## config.mk

```make
export PLATFORM = sky130hd
export DESIGN_NAME = instr_fetch
export DESIGN_NICKNAME = d
export VERILOG_FILES = /design/src/rtl/riscv_pkg.sv /design/src/rtl/fetch_fifo.sv /design/src/rtl/instr_fetch.sv
export SDC_FILE = /design/constraint.sdc
export NUM_CORES = 1
export LEC_CHECK = 0
export ABC_AREA = 0
export CORE_MARGIN = 1.5
export CORE_UTILIZATION = 40
export DETAILED_ROUTE_END_ITERATION = 8
export PLACE_DENSITY_LB_ADDON = 0.3
export SYNTH_ARGS = -nofsm -noshare
export SYNTH_HDL_FRONTEND = slang
export SYNTH_SLANG_ARGS = --single-unit
```

## constraint.sdc

```tcl
create_clock -name clk -period 10 [get_ports clk]
set_clock_uncertainty 0.15 [all_clocks]
set_input_delay 2 -clock clk [delete_from_list [all_inputs] [get_ports clk]]
set_output_delay 2 -clock clk [all_outputs]
set_load 0.01 [all_outputs]
```

## src/rtl/riscv_pkg.sv

```systemverilog
// rtl/riscv_pkg.sv - shared fetch types and constants
package riscv_pkg;

    localparam int XLEN = 32;

    // Canonical NOP (addi x0, x0, 0) shown to the decoder when nothing is buffered
    localparam logic [XLEN-1:0] INSTR_NOP = 32'h0000_0013;

    typedef enum logic [1:0] {
        IDLE  = 2'd0,
        REQ   = 2'd1,
        WAIT  = 2'd2,
        DRAIN = 2'd3
    } fetch_state_t;

endpackage

```

## src/rtl/fetch_fifo.sv

```systemverilog
// rtl/fetch_fifo.sv - instruction buffer FIFO with flush
module fetch_fifo #(
    parameter int BUF_DEPTH = 2,
    parameter int WIDTH     = 64
) (
    input  logic                         clk,
    input  logic                         rst_n,
    input  logic                         push_i,
    input  logic [WIDTH-1:0]             push_data_i,
    input  logic                         pop_i,
    input  logic                         flush_i,
    output logic [WIDTH-1:0]             head_o,
    output logic [$clog2(BUF_DEPTH):0]   count_o
);

    localparam int AW = $clog2(BUF_DEPTH);

    logic [WIDTH-1:0] mem_q [BUF_DEPTH];
    logic [AW-1:0]    rd_ptr_q, rd_ptr_d;
    logic [AW-1:0]    wr_ptr_q, wr_ptr_d;
    logic [AW:0]      count_q, count_d;
    logic             do_push, do_pop;

    // Flush wins over push and pop; a pop of an empty buffer is ignored
    always_comb begin
        do_push  = push_i && !flush_i;
        do_pop   = pop_i && !flush_i && (count_q != '0);
        rd_ptr_d = rd_ptr_q;
        wr_ptr_d = wr_ptr_q;
        count_d  = count_q;
        if (flush_i) begin
            rd_ptr_d = '0;
            wr_ptr_d = '0;
            count_d  = '0;
        end else begin
            if (do_push) wr_ptr_d = wr_ptr_q + AW'(1);
            if (do_pop)  rd_ptr_d = rd_ptr_q + AW'(1);
            count_d = count_q + (AW+1)'(do_push) - (AW+1)'(do_pop);
        end
    end

    // Pointer and occupancy registers
    always_ff @(posedge clk or negedge rst_n) begin
        if (!rst_n) begin
            rd_ptr_q <= '0;
            wr_ptr_q <= '0;
            count_q  <= '0;
        end else begin
            rd_ptr_q <= rd_ptr_d;
            wr_ptr_q <= wr_ptr_d;
            count_q  <= count_d;
        end
    end

    // Storage array; contents are only meaningful below count, so no reset
    always_ff @(posedge clk) begin
        if (do_push) mem_q[wr_ptr_q] <= push_data_i;
    end

    assign head_o  = mem_q[rd_ptr_q];
    assign count_o = count_q;

endmodule

```

## src/rtl/instr_fetch.sv

```systemverilog
// rtl/instr_fetch.sv - instruction fetch unit with redirect and prefetch buffer
module instr_fetch
    import riscv_pkg::*;
#(
    parameter logic [31:0] RESET_PC  = 32'h0000_0000,
    parameter int          BUF_DEPTH = 2
) (
    input  logic        clk,
    input  logic        rst_n,
    output logic        imem_req_valid,
    input  logic        imem_req_ready,
    output logic [31:0] imem_req_addr,
    input  logic        imem_rsp_valid,
    input  logic [31:0] imem_rsp_data,
    input  logic        redirect_valid,
    input  logic [31:0] redirect_pc,
    output logic        instr_valid,
    input  logic        instr_ready,
    output logic [31:0] instr,
    output logic [31:0] instr_pc
);

    localparam int            CW      = $clog2(BUF_DEPTH) + 1;
    localparam logic [CW:0]   DEPTH_C = (CW+1)'(BUF_DEPTH);

    fetch_state_t    state_q, state_d;
    logic [XLEN-1:0] fetch_pc_q, fetch_pc_d;
    logic [XLEN-1:0] req_pc_q, req_pc_d;
    logic [CW-1:0]   buf_count;
    logic [63:0]     buf_head;
    logic [CW:0]     occupancy;
    logic            accept, push, pop;

    // Buffered entries plus the in-flight request form the credit already spent
    assign occupancy     = {1'b0, buf_count} + (CW+1)'(state_q == WAIT);
    assign imem_req_addr = fetch_pc_q;

    // FSM state register
    always_ff @(posedge clk or negedge rst_n) begin
        if (!rst_n) state_q <= IDLE;
        else        state_q <= state_d;
    end

    // Next state: a redirect turns any stale in-flight request into a drain
    always_comb begin
        state_d = state_q;
        unique case (state_q)
            IDLE:  state_d = REQ;
            REQ:   if (accept) state_d = redirect_valid ? DRAIN : WAIT;
            WAIT:  begin
                if (imem_rsp_valid)      state_d = REQ;
                else if (redirect_valid) state_d = DRAIN;
            end
            DRAIN: if (imem_rsp_valid) state_d = REQ;
            default: state_d = IDLE;
        endcase
    end

    // FSM outputs and buffer controls; redirect suppresses push and pop
    always_comb begin
        imem_req_valid = (state_q == REQ) && (occupancy < DEPTH_C);
        accept         = (state_q == REQ) && (occupancy < DEPTH_C) && imem_req_ready;
        push           = (state_q == WAIT) && imem_rsp_valid && !redirect_valid;
        instr_valid    = (buf_count != '0);
        pop            = (buf_count != '0) && instr_ready && !redirect_valid;
        instr          = (buf_count != '0) ? buf_head[63:32] : INSTR_NOP;
        instr_pc       = (buf_count != '0) ? buf_head[31:0]  : '0;
    end

    // Fetch PC advances on acceptance; redirect overrides with a word-aligned target
    always_comb begin
        fetch_pc_d = fetch_pc_q;
        req_pc_d   = req_pc_q;
        if (accept) begin
            req_pc_d   = fetch_pc_q;
            fetch_pc_d = fetch_pc_q + 32'd4;
        end
        if (redirect_valid) fetch_pc_d = redirect_pc & ~32'h3;
    end

    // Fetch PC and outstanding-request PC registers
    always_ff @(posedge clk or negedge rst_n) begin
        if (!rst_n) begin
            fetch_pc_q <= RESET_PC;
            req_pc_q   <= '0;
        end else begin
            fetch_pc_q <= fetch_pc_d;
            req_pc_q   <= req_pc_d;
        end
    end

    fetch_fifo #(
        .BUF_DEPTH (BUF_DEPTH),
        .WIDTH     (64)
    ) u_fifo (
        .clk         (clk),
        .rst_n       (rst_n),
        .push_i      (push),
        .push_data_i ({imem_rsp_data, req_pc_q}),
        .pop_i       (pop),
        .flush_i     (redirect_valid),
        .head_o      (buf_head),
        .count_o     (buf_count)
    );

endmodule

```

==> qor.yml, run 1 <==
yosys.cell_types.count: 36
clkSlewWorstSetupHoldPaths_ps: 60
place.port_buffers: 161
clock_latency_ps: 430
layout.cells.most_common_list: "sky130_fd_sc_hd__clkdlybuf4s50_1, sky130_fd_sc_hd__nand2_1, sky130_fd_sc_hd__edfxtp_1"
reg2reg_depth: 7
maxCapViolCount: 0
cts.repair.resized: 0
timing.final.setup_violations: 0
die_height_um: 144
setup_repair_after_global_routing_missed_its_margin: "false"
initial_utilization_pct: 40.7
worst_pin_slew_ps: 1100
power.share.sequential_pct: 50.9
layout-drive-gt1-share_pct: 5.85
holdCritPathClass: "register to register"
hold_buffers: 0
buffers_from_clock_root_to_sink_at_most: 2
layout.cells.most_common: "sky130_fd_sc_hd__clkdlybuf4s50_1"
filler_cell_count: 1727
maxSlewViolCount: 0
synthesis.area_per_instance_um2: 12.4
power.net_switching_uw: 570
core-area_um2: 19400
timing.final.hold_violations: 0
cp_data_required_time_ps: 7850
grt_util_all_layers_pct: 17.2
grt_first_pass_wirelength_um: 26900
period_needed_ps: 4670
internal_power_mw: 1.48
clock_power_share_pct: 31.0
grt_max_degree: 67
dieArea_um2: 20600
synth_sequential_area_ratio_pct: 68.0
max_frequency_mhz: 214
chipWidth_um: 144
combPwrFrac_pct: 18.1
rows: 51
post_cts_buffers: 0
yosys.area.top_type_share_pct: 47.1
finish.net_count: 867
clock_sinks: 190
grt_pass1_vias: 5340
post_detailed_routing_wire_length_um: 17100
synthesis.area_um2: 7900
slew-limit-headroom_pct: 26.6
critPathCaptureType: "primary output"
power.static_leakage_nw: 3.72
finalCritPeriodShare_pct: 46.7
drt-vias-per-instance: 4.92
gp_congestion: 0.804
arrival_time_at_the_worst_endpoint_ps: 2520
drc_violations_left: 0
antenna_violations_before_repair: 1
grt-ovfl-total: 0
yosys_warnings: 0
num_vias: 5263
total_i_o_pin_count: 168
timing.critical_path.from_type: "register"
dp_hpwl_um: 11200
timing_worst_setup_path_type: "register to primary output"
layout-area-overhead-vs-synth_pct: 30.5
ffs_latches_synth: 190
final_core_utilization_pct: 53.2
pre_cts_ws_ps: 5390
critPathMaxFanout: 63
power.share.switching_pct: 27.8
max-vdd-ir-drop_mv: 0.126
postRouteAntennaNets: 0
drt-pass1-iter-count: 4
cts_htree_levels: 4
routed_wire_length_per_instance_um: 16.0
cts_made_buffers: 17
clock-root-buffer: "sky130_fd_sc_hd__clkbuf_16"
worstHoldPathCells: 0
p_per_cell_area_nw_per_um2: 199
iter_0_drt_violations: 218
run_status: "finished, final reports clean"
cts_tree: "yes"
syn_inst: 635
yosysTopAreaCell: "sky130_fd_sc_hd__edfxtp_1"
setup_ws_ps: 5330
synth_top_cells_by_area: "sky130_fd_sc_hd__edfxtp_1, sky130_fd_sc_hd__dfrtp_1, sky130_fd_sc_hd__mux2i_1, sky130_fd_sc_hd__nand2_1, sky130_fd_sc_hd__nor2_1"
timing.setup.tns_ps: 0
## cells by family after synthesis
family | after synthesis | synth area share [%]
AOI/OAI and AO/OA | 40 | 2.63
and+or+nand+nor | 259 | 14.3
buffers and inverters | 43 | 2.33
xor gates and xnor gates | 31 | 3.44
other | 1 | 0.0475
adders and majority gates | 6 | 0.950
DFF | 190 | 68.0
muxes | 65 | 8.25
## layer usage
metal	up-vias	global-route usage [%]	wire length (um)
li1	2518	-	-
met1	2557	20.8	7340
met2	160	29.0	8540
met3	28	4.63	980
met4	0	7.04	284
met5	-	0	0
## cells in the mapped netlist
| library cell | n |
|---|---|
| sky130_fd_sc_hd__nand4_2 | 1 |
| sky130_fd_sc_hd__buf_6 | 1 |
| sky130_fd_sc_hd__buf_4 | 4 |
| sky130_fd_sc_hd__dfrtp_1 | 66 |
| sky130_fd_sc_hd__nand4_1 | 9 |
| sky130_fd_sc_hd__a31oi_1 | 2 |
| sky130_fd_sc_hd__xor2_1 | 10 |
| sky130_fd_sc_hd__and4_2 | 1 |
| sky130_fd_sc_hd__or3_2 | 1 |
| sky130_fd_sc_hd__and3_1 | 5 |
| sky130_fd_sc_hd__nor4_1 | 11 |
| sky130_fd_sc_hd__a21oi_1 | 3 |
| sky130_fd_sc_hd__a211oi_1 | 1 |
| sky130_fd_sc_hd__buf_1 | 4 |
| sky130_fd_sc_hd__inv_1 | 11 |
| sky130_fd_sc_hd__mux2_2 | 1 |
| sky130_fd_sc_hd__xnor2_1 | 21 |
| sky130_fd_sc_hd__conb_1 | 1 |
| sky130_fd_sc_hd__nor3_1 | 7 |
| sky130_fd_sc_hd__and4_1 | 3 |
| sky130_fd_sc_hd__and2_2 | 1 |
| sky130_fd_sc_hd__nor2_1 | 71 |
| sky130_fd_sc_hd__nor4b_1 | 1 |
| sky130_fd_sc_hd__nand2_1 | 127 |
| sky130_fd_sc_hd__mux2i_1 | 64 |
| sky130_fd_sc_hd__clkbuf_1 | 23 |
| sky130_fd_sc_hd__and2_1 | 5 |
| sky130_fd_sc_hd__and3_2 | 1 |
| sky130_fd_sc_hd__nand3_1 | 10 |
| sky130_fd_sc_hd__a21o_1 | 1 |
| sky130_fd_sc_hd__nor2b_1 | 2 |
| sky130_fd_sc_hd__o21ai_0 | 33 |
| sky130_fd_sc_hd__edfxtp_1 | 124 |
| sky130_fd_sc_hd__ha_1 | 6 |
| sky130_fd_sc_hd__or4_4 | 1 |
| sky130_fd_sc_hd__or3_1 | 2 |
## area by class of cell
type	count	area [um^2]	area share [%]
Clock inverter	12	111	1.08
Clock buffer	20	437	4.23
Antenna cell	1	2.50	0.0243
Inverter	11	41.3	0.400
Tap cell	265	332	3.21
Timing Repair Buffer	166	1640	15.9
Multi-Input combinational cell	405	2370	23.0
Sequential cell	190	5380	52.1
## final timing paths
check | slack [ps] | endpoint | startpoint
worst max register to register | 6780 | imem_req_addr[28]$_DFFE_PN0P_ | state_q[1]$_DFFE_PN0P_
max in group asynchronous | 7440 | u_fifo.rd_ptr_q$_DFFE_PN0P_ | rst_n
worst min register to register | 320 | u_fifo.mem_q[1][23]$_DFFE_PP_ | req_pc_q[23]$_DFFE_PN0P_
worst min-delay path | 320 | u_fifo.mem_q[1][23]$_DFFE_PP_ | req_pc_q[23]$_DFFE_PN0P_
min in group asynchronous | 1590 | req_pc_q[7]$_DFFE_PN0P_ | rst_n
worst max-delay path | 5330 | instr_pc[2] | u_fifo.rd_ptr_q$_DFFE_PN0P_
## metrics by stage
| stage | hold slack (ps) | instance area (um^2) | total power [mW] | cells |
|---|---|---|---|---|
| 2_1_floorplan | 292 | 7910 | 1.25 | 638 |
| 4_1_cts | 325 | 10300 | 2.08 | 1069 |
| 6_report | 322 | 10300 | 2.05 | 1070 |
| 3_3_place_gp | 305 | 9760 | 1.42 | 1037 |
| 3_5_place_dp | 311 | 9760 | 1.44 | 1037 |
| 5_1_grt | 338 | 10300 | 2.16 | 1070 |
## critical path, stage by stage, from the launching register on
cell,delay (ps)
sky130_fd_sc_hd__dfrtp_4,1150
sky130_fd_sc_hd__mux2i_1,220
sky130_fd_sc_hd__nor2_1,140
sky130_fd_sc_hd__clkdlybuf4s50_1,550
## sequential cells by signal, indices dropped and copies added, names as in the netlist
name	cells
u_fifo.wr_ptr_q	1
imem_req_addr	30
u_fifo.mem_q	124
req_pc_q	30
state_q	2
u_fifo.count_o	2
u_fifo.rd_ptr_q	1
## power groups by stage
stage	combinational, mW	clock (mW)	sequential, mW
2_1_floorplan	0.217	0	1.03
3_3_place_gp	0.363	0	1.05
3_5_place_dp	0.377	0	1.06
4_1_cts	0.379	0.651	1.05
5_1_grt	0.415	0.690	1.06
6_report	0.373	0.636	1.05
Note: power is estimated with default switching activity, not from simulation.
==> run 2: changes to the inputs <==
clock period = 4.1 ns   (was 10 ns; I/O delays follow)
==> run 2 against run 1 <==
Against the previous run: sequential power up 140%; critical path type unchanged; sequential share of layout area decreased by 0.33 points; first-iteration DRC count up 17%; count of clock-buffer cells in the layout is 2 higher; critical endpoint is now instr[24]; cell count grew 0.28%; utilization is 0.34 points higher; worst hold slack worse by 0.63 ps; cell area rose by 0.63%.
==> qor.yml, run 2 (synthesized netlist as in run 1, its figures left out) <==
run_status: "finished, final reports clean"  # unchanged
holdCritPathClass: "register to register"  # unchanged
buffers_from_clock_root_to_sink_at_most: 2  # unchanged
grt_first_pass_wirelength_um: 26900  # about the same
drt-vias-per-instance: 4.86  # was 4.92
clock-root-buffer: "sky130_fd_sc_hd__clkbuf_16"  # unchanged
worst_pin_slew_ps: 943  # was 1100 ps
pre_cts_ws_ps: 1050  # was 5390 ps
dp_hpwl_um: 11400  # was 11200 um
layout.cells.most_common: "sky130_fd_sc_hd__clkdlybuf4s50_1"  # unchanged
setup_ws_ps: 794  # was 5330 ps
combPwrFrac_pct: 18.7  # was 18.1%
arrival_time_at_the_worst_endpoint_ps: 2340  # was 2520 ps
final_hold_slack_ps: 321  # was 322 ps
grt-ovfl-total: 0  # unchanged
dieArea_um2: 20600  # unchanged
grt_max_degree: 63  # was 67
power.static_leakage_nw: 3.75  # was 3.72 nW
timing_worst_setup_path_type: "register to primary output"  # unchanged
timing.critical_path.from_type: "register"  # unchanged
final_instance_area_um2: 10400  # was 10300 um^2
routed_wire_length_per_instance_um: 15.9  # was 16.0 um
power.share.sequential_pct: 50.3  # was 50.9%
grt.met3_usage_pct: 4.13  # was 4.63%
clock_sinks: 190  # unchanged
cts.repair.resized: 0  # unchanged
layout-drive-gt1-share_pct: 6.57  # was 5.85%
place.port_buffers: 161  # unchanged
clock_power_share_pct: 31.1  # was 31.0%
die_height_um: 144  # unchanged
cts_made_buffers: 17  # unchanged
critPathMaxFanout: 40  # was 63
final_core_utilization_pct: 53.5  # was 53.2%
iter_0_drt_violations: 256  # was 218
gr-usage-met2_pct: 28.9  # was 29.0%
slew-limit-headroom_pct: 37.1  # was 26.6%
timing.setup.tns_ps: 0  # unchanged
met1_usage_pct: 21.1  # was 20.8%
drt-pass1-iter-count: 4  # unchanged
post-place-cells: 1040  # was 1037
critPathCaptureType: "primary output"  # unchanged
largest_reg_flops: 124  # unchanged
clkSlewWorstSetupHoldPaths_ps: 70  # was 60 ps
post_detailed_routing_wire_length_um: 17100  # about the same
antenna_violations_before_repair: 1  # unchanged
timing.final.setup_violations: 0  # unchanged
layout-area-overhead-vs-synth_pct: 31.4  # was 30.5%
timing.final.hold_violations: 0  # unchanged
total_i_o_pin_count: 168  # unchanged
initial_utilization_pct: 40.7  # unchanged
period_needed_ps: 3310
maxSlewViolCount: 0  # unchanged
max-vdd-ir-drop_mv: 0.344  # was 0.126 mV
core-area_um2: 19400  # unchanged
postRouteAntennaNets: 0  # unchanged
drc_violations_left: 0  # unchanged
p_per_cell_area_nw_per_um2: 485  # was 199 nW/um^2
clock_latency_ps: 430  # about the same
finalNonFillerCells: 1073  # was 1070
power.net_switching_mw: 1.39  # was 570 uW
cts_tree: "yes"  # unchanged
num_vias: 5217  # was 5263
layout.cells.most_common_list: "sky130_fd_sc_hd__clkdlybuf4s50_1, sky130_fd_sc_hd__nand2_1, sky130_fd_sc_hd__edfxtp_1"  # unchanged
grt_pass1_vias: 5233  # was 5340
chipWidth_um: 144  # unchanged
globalRoute.busiestLayer: "met2"  # unchanged
max_frequency_mhz: 302
hold_buffers: 0  # unchanged
rows: 51  # unchanged
gp_congestion: 0.782  # was 0.804
post_cts_buffers: 0  # unchanged
power.share.switching_pct: 27.5  # was 27.8%
finalCritPeriodShare_pct: 80.6
cp_data_required_time_ps: 3130  # was 7850 ps
post-layout-total-power_mw: 5.03  # was 2.05 mW
setup_repair_after_global_routing_missed_its_margin: "false"  # unchanged
maxCapViolCount: 0  # unchanged
cts_htree_levels: 4  # unchanged
grt_util_all_layers_pct: 17.2  # about the same
finish.net_count: 870  # was 867
internal_power_mw: 3.65  # was 1.48 mW
post_dp_cell_area_um2: 9810  # was 9760 um^2
register_containing_the_most_flip_flops_in_the_final_layout: "u_fifo.mem_q"  # unchanged
run 2: cell types whose count changed in the layout (fill, tap and decap cells not counted):
cell and delta:
sky130_fd_sc_hd__bufinv_16 -1, sky130_fd_sc_hd__clkbuf_1 -3, sky130_fd_sc_hd__clkinv_4 +2, sky130_fd_sc_hd__nor3_4 +1
sky130_fd_sc_hd__clkbuf_8 +5, sky130_fd_sc_hd__clkinv_2 -1, sky130_fd_sc_hd__buf_12 +1, sky130_fd_sc_hd__buf_4 +2
sky130_fd_sc_hd__nor3_2 -1, sky130_fd_sc_hd__clkinvlp_4 -1, sky130_fd_sc_hd__inv_6 -1
run 2: power groups by stage:
| stage | combinational, mW | sequential (mW) | clock (mW) |
|---|---|---|---|
| final | 0.939 | 2.53 | 1.56 |
| after global routing | 1.05 | 2.56 | 1.70 |
| after CTS | 0.953 | 2.53 | 1.60 |
| after detailed placement | 0.946 | 2.57 | 0 |
| after global placement | 0.917 | 2.55 | 0 |
| after floorplan | 0.531 | 2.51 | 0 |
run 2: path summary, 6_finish.rpt:
kind                                                  start                            end  slack (ps)  cells past startpoint
worst min-delay path               req_pc_q[19]$_DFFE_PN0P_  u_fifo.mem_q[0][19]$_DFFE_PP_         320                      0
worst max-delay path            u_fifo.rd_ptr_q$_DFFE_PN0P_                      instr[24]         790                      4
worst min register to register     req_pc_q[19]$_DFFE_PN0P_  u_fifo.mem_q[0][19]$_DFFE_PP_         320                      0
max in group asynchronous                             rst_n   imem_req_addr[9]$_DFFE_PN0P_        2510                      2
worst max register to register       state_q[1]$_DFFE_PN0P_  imem_req_addr[31]$_DFFE_PN0P_        1440                      7
min in group asynchronous                             rst_n   imem_req_addr[7]$_DFFE_PN0P_         370                      1
run 2: worst max-delay path: stages (launching register included):
cell	delay, ps
sky130_fd_sc_hd__dfrtp_4	720
sky130_fd_sc_hd__buf_12	330
sky130_fd_sc_hd__mux2i_1	120
sky130_fd_sc_hd__nor2_1	120
sky130_fd_sc_hd__clkdlybuf4s50_1	570
run 2: final cells by class:
class | count | area, um^2
fillers | 1715 | 9020
flip-flops and latches | 190 | 5380
multi-input cells | 405 | 2380
repair buffers | 169 | 1670
clock buffers | 22 | 494
well taps | 265 | 332
clock inverters | 10 | 77.6
inverters | 11 | 41.3
diodes | 1 | 2.50
run 2: per-layer routing:
metal,vias up,wire [um]
met5,-,0
met4,0,371
met3,16,889
met2,143,8480
met1,2529,7310
li1,2529,-
==> run 3: changes to the inputs <==
clock period = 3.2 ns   (was 4.1 ns; I/O delays follow)
==> run 3 against run 2 <==
Against the previous run: critical path depth unchanged; clock power increased by 35%; non-clock buffer count increased by 9; highest routed layer unchanged; critical endpoint is now instr_pc[3].
==> qor.yml, run 3 (synthesized netlist as in run 1, its figures left out) <==
grt_util_all_layers_pct: 17.6  # was 17.2%
routed_wire_length_per_instance_um: 16.1  # was 15.9 um
core-area_um2: 19400  # unchanged
antenna_violations_before_repair: 0  # was 1
dieArea_um2: 20600  # unchanged
timing.setup.tns_ps: 0  # unchanged
drt-pass1-iter-count: 5  # was 4
worst_pin_slew_ps: 843  # was 943 ps
timing.final.hold_violations: 0  # unchanged
cpMaxStageDelayCell: "sky130_fd_sc_hd__dfrtp_4"  # unchanged
critPathMaxFanout: 28  # was 40
max_stage_delay_ps: 770  # was 720 ps
cts_htree_levels: 4  # unchanged
post_dp_cell_area_um2: 9940  # was 9810 um^2
cts_tree: "yes"  # unchanged
grt_first_pass_wirelength_um: 27300  # was 26900 um
grt_max_degree: 63  # unchanged
gp_congestion: 0.817  # was 0.782
final_hold_slack_ps: 168  # was 321 ps
chipWidth_um: 144  # unchanged
num_antenna_cells: 0  # was 1
setup_ws_ps: 115  # was 794 ps
total_i_o_pin_count: 168  # unchanged
post_detailed_routing_wire_length_um: 17400  # was 17100 um
p_per_cell_area_nw_per_um2: 625  # was 485 nW/um^2
layout-drive-gt1-share_pct: 7.72  # was 6.57%
register_containing_the_most_flip_flops_in_the_final_layout: "u_fifo.mem_q"  # unchanged
die_height_um: 144  # unchanged
pre_cts_ws_ps: 532  # was 1050 ps
run_status: "finished, final reports clean"  # unchanged
layout-area-overhead-vs-synth_pct: 33.3  # was 31.4%
clock_sinks: 190  # unchanged
filler_cell_count: 1685  # was 1715
grt_pass1_vias: 5358  # was 5233
post_cts_buffers: 0  # unchanged
setup_repair_after_global_routing_missed_its_margin: "false"  # unchanged
iter_0_drt_violations: 346  # was 256
period_needed_ps: 3080
final_instance_area_um2: 10500  # was 10400 um^2
cp_data_required_time_ps: 2410  # was 3130 ps
finish.net_count: 879  # was 870
maxSlewViolCount: 0  # unchanged
timing.critical_path.from_type: "register"  # unchanged
dp_hpwl_um: 12100  # was 11400 um
maxCapViolCount: 0  # unchanged
timing.final.setup_violations: 0  # unchanged
crit_chain: "buf_12 -> mux2i_1 -> nor2_1 -> clkdlybuf4s50_1"  # unchanged
layout.cells.most_common_list: "sky130_fd_sc_hd__clkdlybuf4s50_1, sky130_fd_sc_hd__nand2_1, sky130_fd_sc_hd__edfxtp_1"  # unchanged
finalCritPeriodShare_pct: 96.4
postRouteAntennaNets: 0  # unchanged
buffers_from_clock_root_to_sink_at_most: 2  # unchanged
clock-root-buffer: "sky130_fd_sc_hd__clkbuf_16"  # unchanged
slew-limit-headroom_pct: 43.8  # was 37.1%
holdCritPathClass: "primary input to asynchronous set/reset pin"  # was register to register
power.static_leakage_nw: 3.82  # was 3.75 nW
r2r_setup_slack_ps: 650  # was 1440 ps
critPathCaptureType: "primary output"  # unchanged
final_core_utilization_pct: 54.3  # was 53.5%
num_vias: 5298  # was 5217
layout.cells.most_common: "sky130_fd_sc_hd__clkdlybuf4s50_1"  # unchanged
place.port_buffers: 161  # unchanged
drc_violations_left: 0  # unchanged
timing_worst_setup_path_type: "register to primary output"  # unchanged
initial_utilization_pct: 40.7  # unchanged
largest_reg_flops: 124  # unchanged
clkSlewWorstSetupHoldPaths_ps: 70  # about the same
grt-ovfl-total: 0  # unchanged
drt-vias-per-instance: 4.90  # was 4.86
max-vdd-ir-drop_mv: 0.336  # was 0.344 mV
cts_made_buffers: 17  # unchanged
rows: 51  # unchanged
critPathTopFamily: "flip-flops"  # was buffers and inverters
critical_path.n_buffers_inverters: 2  # unchanged
arrival_time_at_the_worst_endpoint_ps: 2290  # was 2340 ps
max_frequency_mhz: 324
clock_latency_ps: 420  # was 430 ps
[run 3: power by group]
group          leakage, nW  internal [mW]  total, mW  switching, mW
registers             1.94           3.00       3.25          0.249
logic                 1.59          0.601       1.24          0.635
clock network        0.289           1.16       2.10          0.936
total                 3.82           4.76       6.58           1.82
[run 3: cell type report]
| cell class | count | area (um^2) | area share [%] |
|---|---|---|---|
| Sequential cell | 190 | 5380 | 51.1 |
| Multi-Input combinational cell | 405 | 2380 | 22.6 |
| Timing Repair Buffer | 178 | 1800 | 17.1 |
| Clock buffer | 20 | 468 | 4.44 |
| Tap cell | 265 | 332 | 3.15 |
| Clock inverter | 12 | 123 | 1.16 |
| Inverter | 11 | 41.3 | 0.392 |
[run 3: timing repair]
item	in CTS	in global routing
gates resized for setup	0	1
hold buffers	0	0
setup endpoints to repair	0	1
[run 3: worst paths after layout]
path | endpoint | from | cells after the start
max in group asynchronous | req_pc_q[18]$_DFFE_PN0P_ | rst_n | 2
hold reg to reg | u_fifo.mem_q[1][11]$_DFFE_PP_ | req_pc_q[11]$_DFFE_PN0P_ | 0
setup / recovery | instr_pc[3] | u_fifo.rd_ptr_q$_DFFE_PN0P_ | 4
min in group clk | u_fifo.mem_q[1][11]$_DFFE_PP_ | req_pc_q[11]$_DFFE_PN0P_ | 0
hold / removal | imem_req_addr[7]$_DFFE_PN0P_ | rst_n | 1
setup reg to reg | imem_req_addr[31]$_DFFE_PN0P_ | imem_req_addr[10]$_DFFE_PN0P_ | 5
[run 3: metal layers]
layer | share of wire [%] | global-route usage (%) | wire length, um | vias up
met4 | 1.1 | 5.59 | 186 | 0
met3 | 5.3 | 4.67 | 919 | 15
met1 | 43 | 22.3 | 7430 | 2581
li1 | - | - | - | 2553
met2 | 51 | 29.6 | 8830 | 149
met5 | 0 | 0 | 0 | -
[run 3: stage by stage]
step                total power [mW]  instances
floorplan                       3.90        638
global placement                4.48       1049
detailed placement              4.55       1049
CTS                             6.66       1081
global route                    6.93       1081
finish                          6.58       1081
